--- src/rtl/dmem_arbiter.sv ---
// Shares the single-port data memory between the CPU MEM stage and a debug/boot-load port.
// CPU has priority; a bounded wait counter guarantees the debug port one access slot.
module dmem_arbiter #(
    parameter int AW       = 32,
    parameter int DW       = 32,
    parameter int MAX_WAIT = 8
) (
    input  logic          clk,
    input  logic          reset,
    input  logic          cpu_req,
    input  logic          cpu_we,
    input  logic [AW-1:0] cpu_addr,
    input  logic [DW-1:0] cpu_wdata,
    input  logic [3:0]    cpu_mask,
    output logic [DW-1:0] cpu_rdata,
    output logic          cpu_stall,
    input  logic          dbg_req,
    input  logic          dbg_we,
    input  logic [AW-1:0] dbg_addr,
    input  logic [DW-1:0] dbg_wdata,
    output logic          dbg_gnt,
    output logic          dbg_rvalid,
    output logic [DW-1:0] dbg_rdata,
    output logic          dbg_err,
    output logic          mem_cs,
    output logic          mem_rd,
    output logic [AW-1:0] mem_addr,
    output logic [DW-1:0] mem_wdata,
    output logic [3:0]    mem_mask,
    input  logic [DW-1:0] mem_rdata
);

    typedef enum logic {S_CPU = 1'b0, S_DBG = 1'b1} state_t;

    localparam logic [7:0] WAIT_LIM = 8'(MAX_WAIT - 1);

    state_t     state, state_nxt;
    logic [7:0] wait_cnt, wait_nxt;
    logic       dbg_aligned;

    assign dbg_aligned = (dbg_addr[1:0] == 2'b00);

    always_ff @(posedge clk or negedge reset) begin
        if (!reset) begin
            state    <= S_CPU;
            wait_cnt <= 8'd0;
        end else begin
            state    <= state_nxt;
            wait_cnt <= wait_nxt;
        end
    end

    always_comb begin
        state_nxt = state;
        wait_nxt  = wait_cnt;
        mem_cs    = cpu_req;
        mem_rd    = ~cpu_we;
        mem_addr  = cpu_addr;
        mem_wdata = cpu_wdata;
        mem_mask  = cpu_mask;
        cpu_rdata = mem_rdata;
        cpu_stall = 1'b0;
        dbg_gnt   = 1'b0;
        case (state)
            S_CPU: begin
                if (!dbg_req) begin
                    wait_nxt = 8'd0;
                end else if (!cpu_req || wait_cnt == WAIT_LIM) begin
                    state_nxt = S_DBG;
                    wait_nxt  = 8'd0;
                end else if (wait_cnt < WAIT_LIM) begin
                    wait_nxt = wait_cnt + 8'd1;
                end
            end
            S_DBG: begin
                // One access per grant; always hand the memory back so the CPU is never starved.
                dbg_gnt   = 1'b1;
                cpu_stall = cpu_req;
                cpu_rdata = '0;
                mem_cs    = dbg_aligned;
                mem_rd    = ~dbg_we;
                mem_addr  = dbg_addr;
                mem_wdata = dbg_wdata;
                mem_mask  = 4'b1111;
                state_nxt = S_CPU;
                wait_nxt  = 8'd0;
            end
            default: state_nxt = S_CPU;
        endcase
    end

    always_ff @(posedge clk or negedge reset) begin
        if (!reset) begin
            dbg_rdata  <= '0;
            dbg_rvalid <= 1'b0;
            dbg_err    <= 1'b0;
        end else begin
            dbg_rvalid <= (state == S_DBG) && dbg_aligned && !dbg_we;
            dbg_err    <= (state == S_DBG) && !dbg_aligned;
            if (state == S_DBG && dbg_aligned && !dbg_we)
                dbg_rdata <= mem_rdata;
        end
    end

endmodule

--- config.mk ---
export PLATFORM = sky130hd
export DESIGN_NAME = dmem_arbiter
export DESIGN_NICKNAME = d
export VERILOG_FILES = /design/src/rtl/dmem_arbiter.sv
export SDC_FILE = /design/constraint.sdc
export NUM_CORES = 1
export LEC_CHECK = 0
export BUFFER_PORTS_ARGS = -buffer_cell sky130_fd_sc_hd__buf_2
export CAP_MARGIN = 20
export CELL_PAD_IN_SITES_DETAIL_PLACEMENT = 1
export CELL_PAD_IN_SITES_GLOBAL_PLACEMENT = 1
export CORE_AREA = 2 2 119 121
export CTS_CLUSTER_DIAMETER = 150
export DETAILED_ROUTE_END_ITERATION = 10
export DIE_AREA = 0 0 121 123
export PLACE_DENSITY_LB_ADDON = 0.1
export SYNTH_ARGS = -nofsm -noshare
export SYNTH_HDL_FRONTEND = slang
export SYNTH_SLANG_ARGS = --single-unit
--- constraint.sdc ---
create_clock -name clk -period 4.45 [get_ports clk]
set_input_delay 1.1125 -clock clk [delete_from_list [all_inputs] [get_ports clk]]
set_output_delay 1.1125 -clock clk [all_outputs]
set_load 0.01 [all_outputs]
After elaboration in Yosys (flattened, before gate mapping)
Index checks and enable logic that the tools add are counted.

Register bits: 43. Input bits: 170. Output and inout bits: 138. Logic and storage cells: 35.

Add/sub/neg operators: 1. Magnitude comparators: 1. Eq/ne operators: 2. Muxes and demuxes: 15. Bitwise operators: 3. Reduce and logical (&&, ||, !) cells: 8.

Operators with widths (count): two-way mux 32 bit (3); two-way mux 8 bit (3); one-hot mux 8 bit (2 select lines) (1); adder 8 x 1 -> 8 bit, second input constant (1); equality test 8 x 3 -> 1 bit, second input constant (1); less-than comparator 8 x 3 -> 1 bit, second input constant (1); two-way mux 1 bit (6); two-way mux 4 bit (1); inequality test 4 bit, second input constant (1); logical AND 1 bit (3); logical NOT 1 bit (3); NOT 1 bit (3); logical NOT 2 bit (1); one-hot mux 1 bit (2 select lines) (1); logical OR 1 bit (1).

Logic depth before layout (Yosys ltp)
Gate-level depths: netlist of the first run.

Depth in word-level cells: 5. Gate-level depth with buffers: 5. Mapped depth without buffers: 4.

Least setup slack after synthesis of the first run
No wires, ideal clock.

Kind: register -> output. From: register state. To: output port mem_wdata[11]. Arrival: 1477 ps. Required time: 3338 ps. Slack: 1861 ps. Stages on the path, launching flop included: 5. Path buffers: 3. Cells stage by stage: dfrtp_1 -> buf_2 -> buf_2 -> buf_1 -> mux2_2.

Longest elaborated chain between the ends: 1.

Ends and longest elaborated chain: start, declared (RTL line 37) `state_t state, state_nxt;`; start signal, assigned (RTL line 48) `state <= state_nxt;`; two-way mux 32 bit (RTL line 64) `case (state)`; end, declared (RTL line 28) `output logic [DW-1:0] mem_wdata,`.

Every way passes these cells.

Worst setup path after layout of the first run
From: register state. To: output port cpu_rdata[18].

Longest elaborated chain between the ends: 1.

Ends and longest elaborated chain: two-way mux 32 bit (RTL line 64); end, declared (RTL line 15) `output logic [DW-1:0] cpu_rdata,`.

Every way passes these cells.

==> results of run 1 <==
## kinds of logic after synthesis
group                      after synthesis
AOI/OAI and AO/OA                        6
adders and majority gates                1
buffers and inverters                   17
and+or+nand+nor                         55
muxes                                   99
DFF                                     43
## cell type report
class                   count  area (um2)  share of cell area (%)
clock buffers               5       125.1                   2.736
multi-input cells         161        1534                   33.54
repair buffers            310        1572                   34.36
well taps                 180       225.2                   4.925
flip-flops and latches     43        1080                   23.61
clock inverters             2       37.54                  0.8208
## metal layers
| metal | wire (um) | GRT usage, % | vias to the layer above | share of wire [%] |
|---|---|---|---|---|
| met4 | 80 | 1.890 | 0 | 0.73 |
| met5 | 0 | 0 | - | 0 |
| met2 | 5751 | 23.95 | 137 | 53 |
| li1 | - | - | 1374 | - |
| met3 | 1103 | 4.751 | 7 | 10 |
| met1 | 4004 | 15.40 | 1356 | 37 |
## layout by cell type, fill, tap and decap left out, drive strengths merged, types with 4 or more instances in the layout
cell type and instances:
or2 4, buf 310, mux2 97, dfrtp 43, clkbuf 5, nor2b 33, and2 5
## where the power goes
| part | leakage, uW | internal (uW) | switching [uW] |
|---|---|---|---|
| combinational | 0.00181 | 256 | 209 |
| clock | 0.0000759 | 261 | 147 |
| sequential | 0.000545 | 463 | 46.4 |
| total | 0.00243 | 981 | 402 |
## final timing paths
kind,startpoint,to,slack (ns),depth (start not counted)
worst min register to register,wait_cnt[5],wait_cnt[5],0.48,1
min in group asynchronous,reset,dbg_rdata[26],0.64,1
worst max-delay path,state,cpu_rdata[18],1.27,3
max in group asynchronous,reset,state,3.36,2
worst max register to register,state,dbg_rdata[3],2.06,3
worst min-delay path,wait_cnt[5],wait_cnt[5],0.48,1
## per-stage QoR
stage               cell area [um2]  setup WS [ns]  utilization (%)  power [uW]  hold WS, ns
floorplan                      2673          1.861                -       734.4       0.4437
global placement               4390          1.611            32.25       984.1       0.4661
detailed placement             4390          1.547            32.25       991.9       0.4660
CTS                            4553          1.233            33.45        1412       0.4858
global route                   4573          1.095            33.60        1477       0.5040
finish                         4573          1.269            33.60        1383       0.4788
## state kept, by name (all words and copies together) (netlist names)
register,cells
dbg_err,1
dbg_rdata,32
dbg_rvalid,1
state,1
wait_cnt,8
==> summary.md, run 1 <==
| Metric | Value |
|---|---|
| DRT Wirelength | `10940 um` |
| Die width | `121 um` |
| Max Clk Rate | `314.4 MHz` |
| Seq/Total Area, Yosys | `40.26%` |
| Routed WL per cell | `15.61 um` |
| Synth Area per Inst | `12.09 um2` |
| Max-cap check violation count | `0` |
| Part of the cycle the worst path needs | `71.48%` |
| Fin. Hold Viols | `0` |
| Synth Cell Area | `0.002673 mm2` |
| Sum Neg Setup Slack | `0 ns` |
| Yosys top cell area share | `40.87%` |
| I/O pins | `308` |
| Post-layout minimum cycle time | `3.181 ns` |
| DRC errors left | `0` |
| FP Rows | `43` |
| Crit path max fanout | `89` |
| Crit-path cells | `buf_4, nor2b_1, buf_2` |
| WP buf/inv | `2` |
| Main combinational cell family by area after synthesis | `multiplexers` |
| Initial antenna violation count | `0` |
| Compound-gate portion of the synthesized area | `1.685%` |
| Initial Util | `19.63%` |
| Post-CTS Setup Inserts | `0` |
| Yosys cell types | `28` |
| CP required | `3.34 ns` |
| #FFs+latches synth | `43` |
| Final nets | `692` |
| Clk buf depth | `2` |
| Post-Synth XOR/XNOR Area | `0%` |
| Worst Skew | `0.003600 ns` |
| Pin count of the biggest net entering global routing | `90` |
| Die ar. | `0.01488 mm2` |
| Top-count cell post-synth | `mux2_2` |
| Mux cell area share after synthesis | `41.62%` |
| Core Box Area | `0.01361 mm2` |
| CP peak stage delay | `1.09 ns` |
| CP delay by family, top | `flip-flops` |
| GRT Util Overall | `13.26%` |
| Post-synth top cells | `mux2_2, dfrtp_1, nor2b_1` |
| Num CTS Buffers | `5` |
| HP Class | `reg -> reg` |
| Setup violators final | `0` |
| Vias | `2874` |
| Vias in the first global route | `2871` |
| Die H | `123 um` |
| DP HPWL | `9169 um` |
| Area Overhead vs Synth | `71.11%` |
| GRT overflow | `0` |
| Largest cells by area after synthesis | `mux2_2, dfrtp_1, nor2b_1` |
| Cts repair resizes | `0` |
| Relative slew slack | `30.37%` |
| Ys flop type | `dfrtp_1` |
| Ys Warns | `0` |
| Vias per cell | `4.100` |
| Outcome | `finished clean` |
| H-tree levels | `2` |
| Synthesized net count | `392` |
| Share of cells above drive strength 1 | `81.00%` |
| Post-synth top area cell | `mux2_2` |
| Clk root buf | `clkbuf_16` |
| Gpl congestion | `0.6919` |
| CTS sink cnt | `43` |
| Fraction of the mapped netlist area in simple logic gates | `13.30%` |
| Worst Setup End Kind | `output port` |
| Filler cell count | `1665` |
| Placed cell count | `693` |
| Layout Cells excl Fill | `701` |
| Static leakage | `0.002427 uW` |
| Post-synth EDFFs | `0` |
| PD cells | `302.5 mW/mm2` |
| Antenna-violating nets left | `0` |
| Post-CTS Hold Fix Bufs | `0` |
| Post-synthesis cell count | `221` |
| Post-synthesis adder-cell area fraction | `0.4682%` |
| Antenna cells | `0` |
| Slew Limit Fails | `0` |
| CTS tree | `built` |
| First DRT Iteration DRCs | `70` |
| Detailed Routing Iterations Pass 1 | `3` |
| Max IR drop VDD | `0.0001836 V` |
| Skew-Pair Late Insertion Delay | `0.28 ns` |
| Reg clk slew, reported paths | `0.06 ns` |
| RSZ-0062 raised after global routing | `false` |
| First-pass GRT wire length | `15530 um` |
| IO Port Bufs | `307` |
| Asr flop ratio synth | `100.0%` |
| CP max-delay cell | `dfrtp_4` |
| Worst-margin pin slew | `1.044 ns` |
| Startpoint types | `flip-flop` |
| Kind of critical path | `reg -> out` |
| Worst EP arrival | `2.07 ns` |
Note: power is estimated with default switching activity, not from simulation.
==> run 2: changes to the inputs <==
--- a/config.mk
+++ b/config.mk
@@ -5,14 +5,16 @@
 export SDC_FILE = /design/constraint.sdc
 export NUM_CORES = 1
 export LEC_CHECK = 0
+export ABC_AREA = 1
 export BUFFER_PORTS_ARGS = -buffer_cell sky130_fd_sc_hd__buf_2
 export CAP_MARGIN = 20
 export CELL_PAD_IN_SITES_DETAIL_PLACEMENT = 1
 export CELL_PAD_IN_SITES_GLOBAL_PLACEMENT = 1
-export CORE_AREA = 2 2 119 121
+export CORE_ASPECT_RATIO = 1.25
+export CORE_MARGIN = 2
+export CORE_UTILIZATION = 19
 export CTS_CLUSTER_DIAMETER = 150
 export DETAILED_ROUTE_END_ITERATION = 10
-export DIE_AREA = 0 0 121 123
 export PLACE_DENSITY_LB_ADDON = 0.1
 export SYNTH_ARGS = -nofsm -noshare
 export SYNTH_HDL_FRONTEND = slang
==> constraint.sdc (replaced) <==
create_clock -name clk -period 2.5 [get_ports clk]
set_input_delay 0.625 -clock clk [delete_from_list [all_inputs] [get_ports clk]]
set_output_delay 0.625 -clock clk [all_outputs]
set_load 0.01 [all_outputs]
==> run 2 against run 1 <==
Count of clock-buffer cells in the layout rose by 1. Critical endpoint is now mem_addr[19]. Routed wire length grew 26%. Largest cell class unchanged. Sequential power increased by 71%. Power increased by 83%. Highest routed layer is now met5.
==> summary.md, run 2 <==
| Metric | Value |
|---|---|
| Outcome | `finished clean` |
| Clk buf depth | `2` |
| Max Clk Rate | `470.8 MHz` |
| Startpoint types | `flip-flop` |
| Mux cell area share after synthesis | `0.3484%` |
| Worst Skew | `0.002484 ns` |
| IO Port Bufs | `307` |
| Worst-margin pin slew | `0.5605 ns` |
| H-tree levels | `2` |
| Largest cells by area after synthesis | `dfrtp_1, nand2_1, o21ai_2` |
| Detailed Routing Iterations Pass 1 | `4` |
| DP HPWL | `11520 um` |
| Final Util | `31.84%` |
| Gpl congestion | `0.7390` |
| CP peak stage delay | `0.50 ns` |
| Ys Warns | `0` |
| HP Class | `in -> async` |
| CP required | `1.88 ns` |
| Area occupied by multi-input gates | `0.001459 mm2` |
| Register Area | `0.001080 mm2` |
| Yosys cell types | `24` |
| Crit-path cells | `inv_2, buf_12, nand2_1, nand2_1, buf_2` |
| Worst EP arrival | `1.50 ns` |
| Die ar. | `0.01613 mm2` |
| DRC errors left | `0` |
| Filler cell count | `2006` |
| Fraction of the mapped netlist area in simple logic gates | `39.24%` |
| Max IR drop VDD | `0.0003869 V` |
| Post-synth EDFFs | `0` |
| CP max-delay cell | `dfrtp_4` |
| Part of the cycle the worst path needs | `84.96%` |
| Top-count cell post-synth | `nand2_1` |
| Cts repair resizes | `0` |
| RSZ-0062 raised after global routing | `false` |
| Most frequent cells in the layout | `buf_2, nand2_1, nor2_1, dfrtp_1, inv_1` |
| Post-CTS Hold Fix Bufs | `0` |
| Synth Area per Inst | `6.529 um2` |
| Synthesized net count | `611` |
| Compound-gate portion of the synthesized area | `10.76%` |
| PD cells | `534.8 mW/mm2` |
| GRT overflow | `0` |
| Area Overhead vs Synth | `65.03%` |
| FP Rows | `50` |
| Relative slew slack | `62.63%` |
| Max-cap check violation count | `0` |
| Initial antenna violation count | `2` |
| First-pass GRT wire length | `19850 um` |
| Static leakage | `0.003026 uW` |
| Vias | `3741` |
| Post-synthesis cell count | `440` |
| CTS tree | `built` |
| Biggest register | `dbg_rdata` |
| Post-Synth XOR/XNOR Area | `0%` |
| First DRT Iteration DRCs | `121` |
| Kind of critical path | `reg -> out` |
| Vias per cell | `4.066` |
| Sum Neg Setup Slack | `0 ns` |
| Post-CTS Setup Inserts | `0` |
| Die H | `141.5 um` |
| Fin. Hold Viols | `0` |
| Most common cell after layout, fill and taps aside | `buf_2` |
| Pin count of the biggest net entering global routing | `69` |
| Setup violators final | `0` |
| Num CTS Buffers | `5` |
| Slew Limit Fails | `0` |
| Antenna-violating nets left | `0` |
| Vias in the first global route | `3671` |
| Initial Util | `19.29%` |
| Post-layout minimum cycle time | `2.124 ns` |
| Worst Setup End Kind | `output port` |
| Seq/Total Area, Yosys | `37.46%` |
| CP dominant cell by count | `nand2_1` |
| CTS sink cnt | `43` |
| Top Registers | `dbg_rdata: 32 flops, wait_cnt: 8 flops` |
| Share of cells above drive strength 1 | `50.34%` |
| Post-synthesis adder-cell area fraction | `0.4355%` |
| Yosys top cell area share | `37.46%` |
| Die width | `114.0 um` |
| Main combinational cell family by area after synthesis | `simple AND/OR/NAND/NOR gates` |
| Worst R2R Path Depth | `7` |
| Routed WL per cell | `15.01 um` |
| DRT Wirelength | `13810 um` |
| Tot Pwr | `2535 uW` |
| Crit path max fanout | `61` |
| Post-synth top cells | `nand2_1, dfrtp_1, nor2_1` |
| #FFs+latches synth | `43` |
| Largest register FFs | `32` |
| I/O pins | `308` |
| Synth Cell Area | `0.002873 mm2` |
| GRT Util Overall | `16.02%` |
| Asr flop ratio synth | `100.0%` |
| Reg clk slew, reported paths | `0.06 ns` |
| Skew-Pair Late Insertion Delay | `0.28 ns` |
| Clk root buf | `clkbuf_16` |
| Post-synth top area cell | `dfrtp_1` |
| Final nets | `907` |
| Ys flop type | `dfrtp_1` |
| Core Box Area | `0.01489 mm2` |
==> run 2: area by class of cell <==
type,count,share of cell area [%]
clock buffer,6,2.930
tap,182,4.803
timing repair buffer,314,34.31
multi-input combinational,327,30.77
antenna,1,0.05278
sequential,43,22.78
inverter,45,3.616
clock inverter,2,0.7390
==> run 2: routing by layer <==
metal  global-route usage [%]  vias up  part of all wire [%]
li1                         -     1890                     -
met4                    3.273        4                  0.82
met1                    18.29     1656                    39
met5                        0        -                  0.20
met3                    6.322        9                    11
met2                    28.26      182                    49
==> run 2: power breakdown <==
part | internal [uW] | switching [uW]
Clock | 497 | 265
Sequential | 811 | 59.9
Combinational | 394 | 509
==> run 2: cells by family (layout without fill, tap and decap cells) <==
| logic type | after synthesis | count (layout) |
|---|---|---|
| AND/OR/NAND/NOR | 288 | 288 |
| flip-flops | 43 | 43 |
| multiplexers | 1 | 1 |
| AO/OA/AOI/OAI | 37 | 37 |
| buffers and inverters | 70 | 367 |
| other | 0 | 1 |
| adder cells (fa/ha/maj) | 1 | 1 |
==> run 2: path summary, 6_finish.rpt <==
check | slack [ns] | endpoint | from
max in group asynchronous | 1.67 | state | reset
min in group clk | 0.48 | dbg_rdata[10] | dbg_rdata[10]
min | 0.41 | dbg_rdata[29] | reset
max | 0.38 | mem_addr[19] | state
max reg2reg | 0.87 | dbg_rdata[7] | state
min reg2reg | 0.48 | dbg_rdata[10] | dbg_rdata[10]
==> run 2: critical path: cells and delay by family, from the launching register on <==
| family | cells | cell delay (ns) |
|---|---|---|
| buf+inv | 3 | 0.53 |
| flops | 1 | 0.50 |
| simple gates | 2 | 0.16 |
==> run 2: stage by stage <==
| stage | setup slack, ns | cells | cell area [um2] | hold slack (ns) |
|---|---|---|---|---|
| after global routing | 0.2593 | 919 | 4738 | 0.4703 |
| after CTS | 0.3027 | 919 | 4738 | 0.4389 |
| after floorplan | 0.7995 | 440 | 2873 | 0.3294 |
| after global placement | 0.6586 | 911 | 4564 | 0.4613 |
| after detailed placement | 0.6468 | 911 | 4564 | 0.4645 |
| final | 0.3761 | 920 | 4741 | 0.4110 |
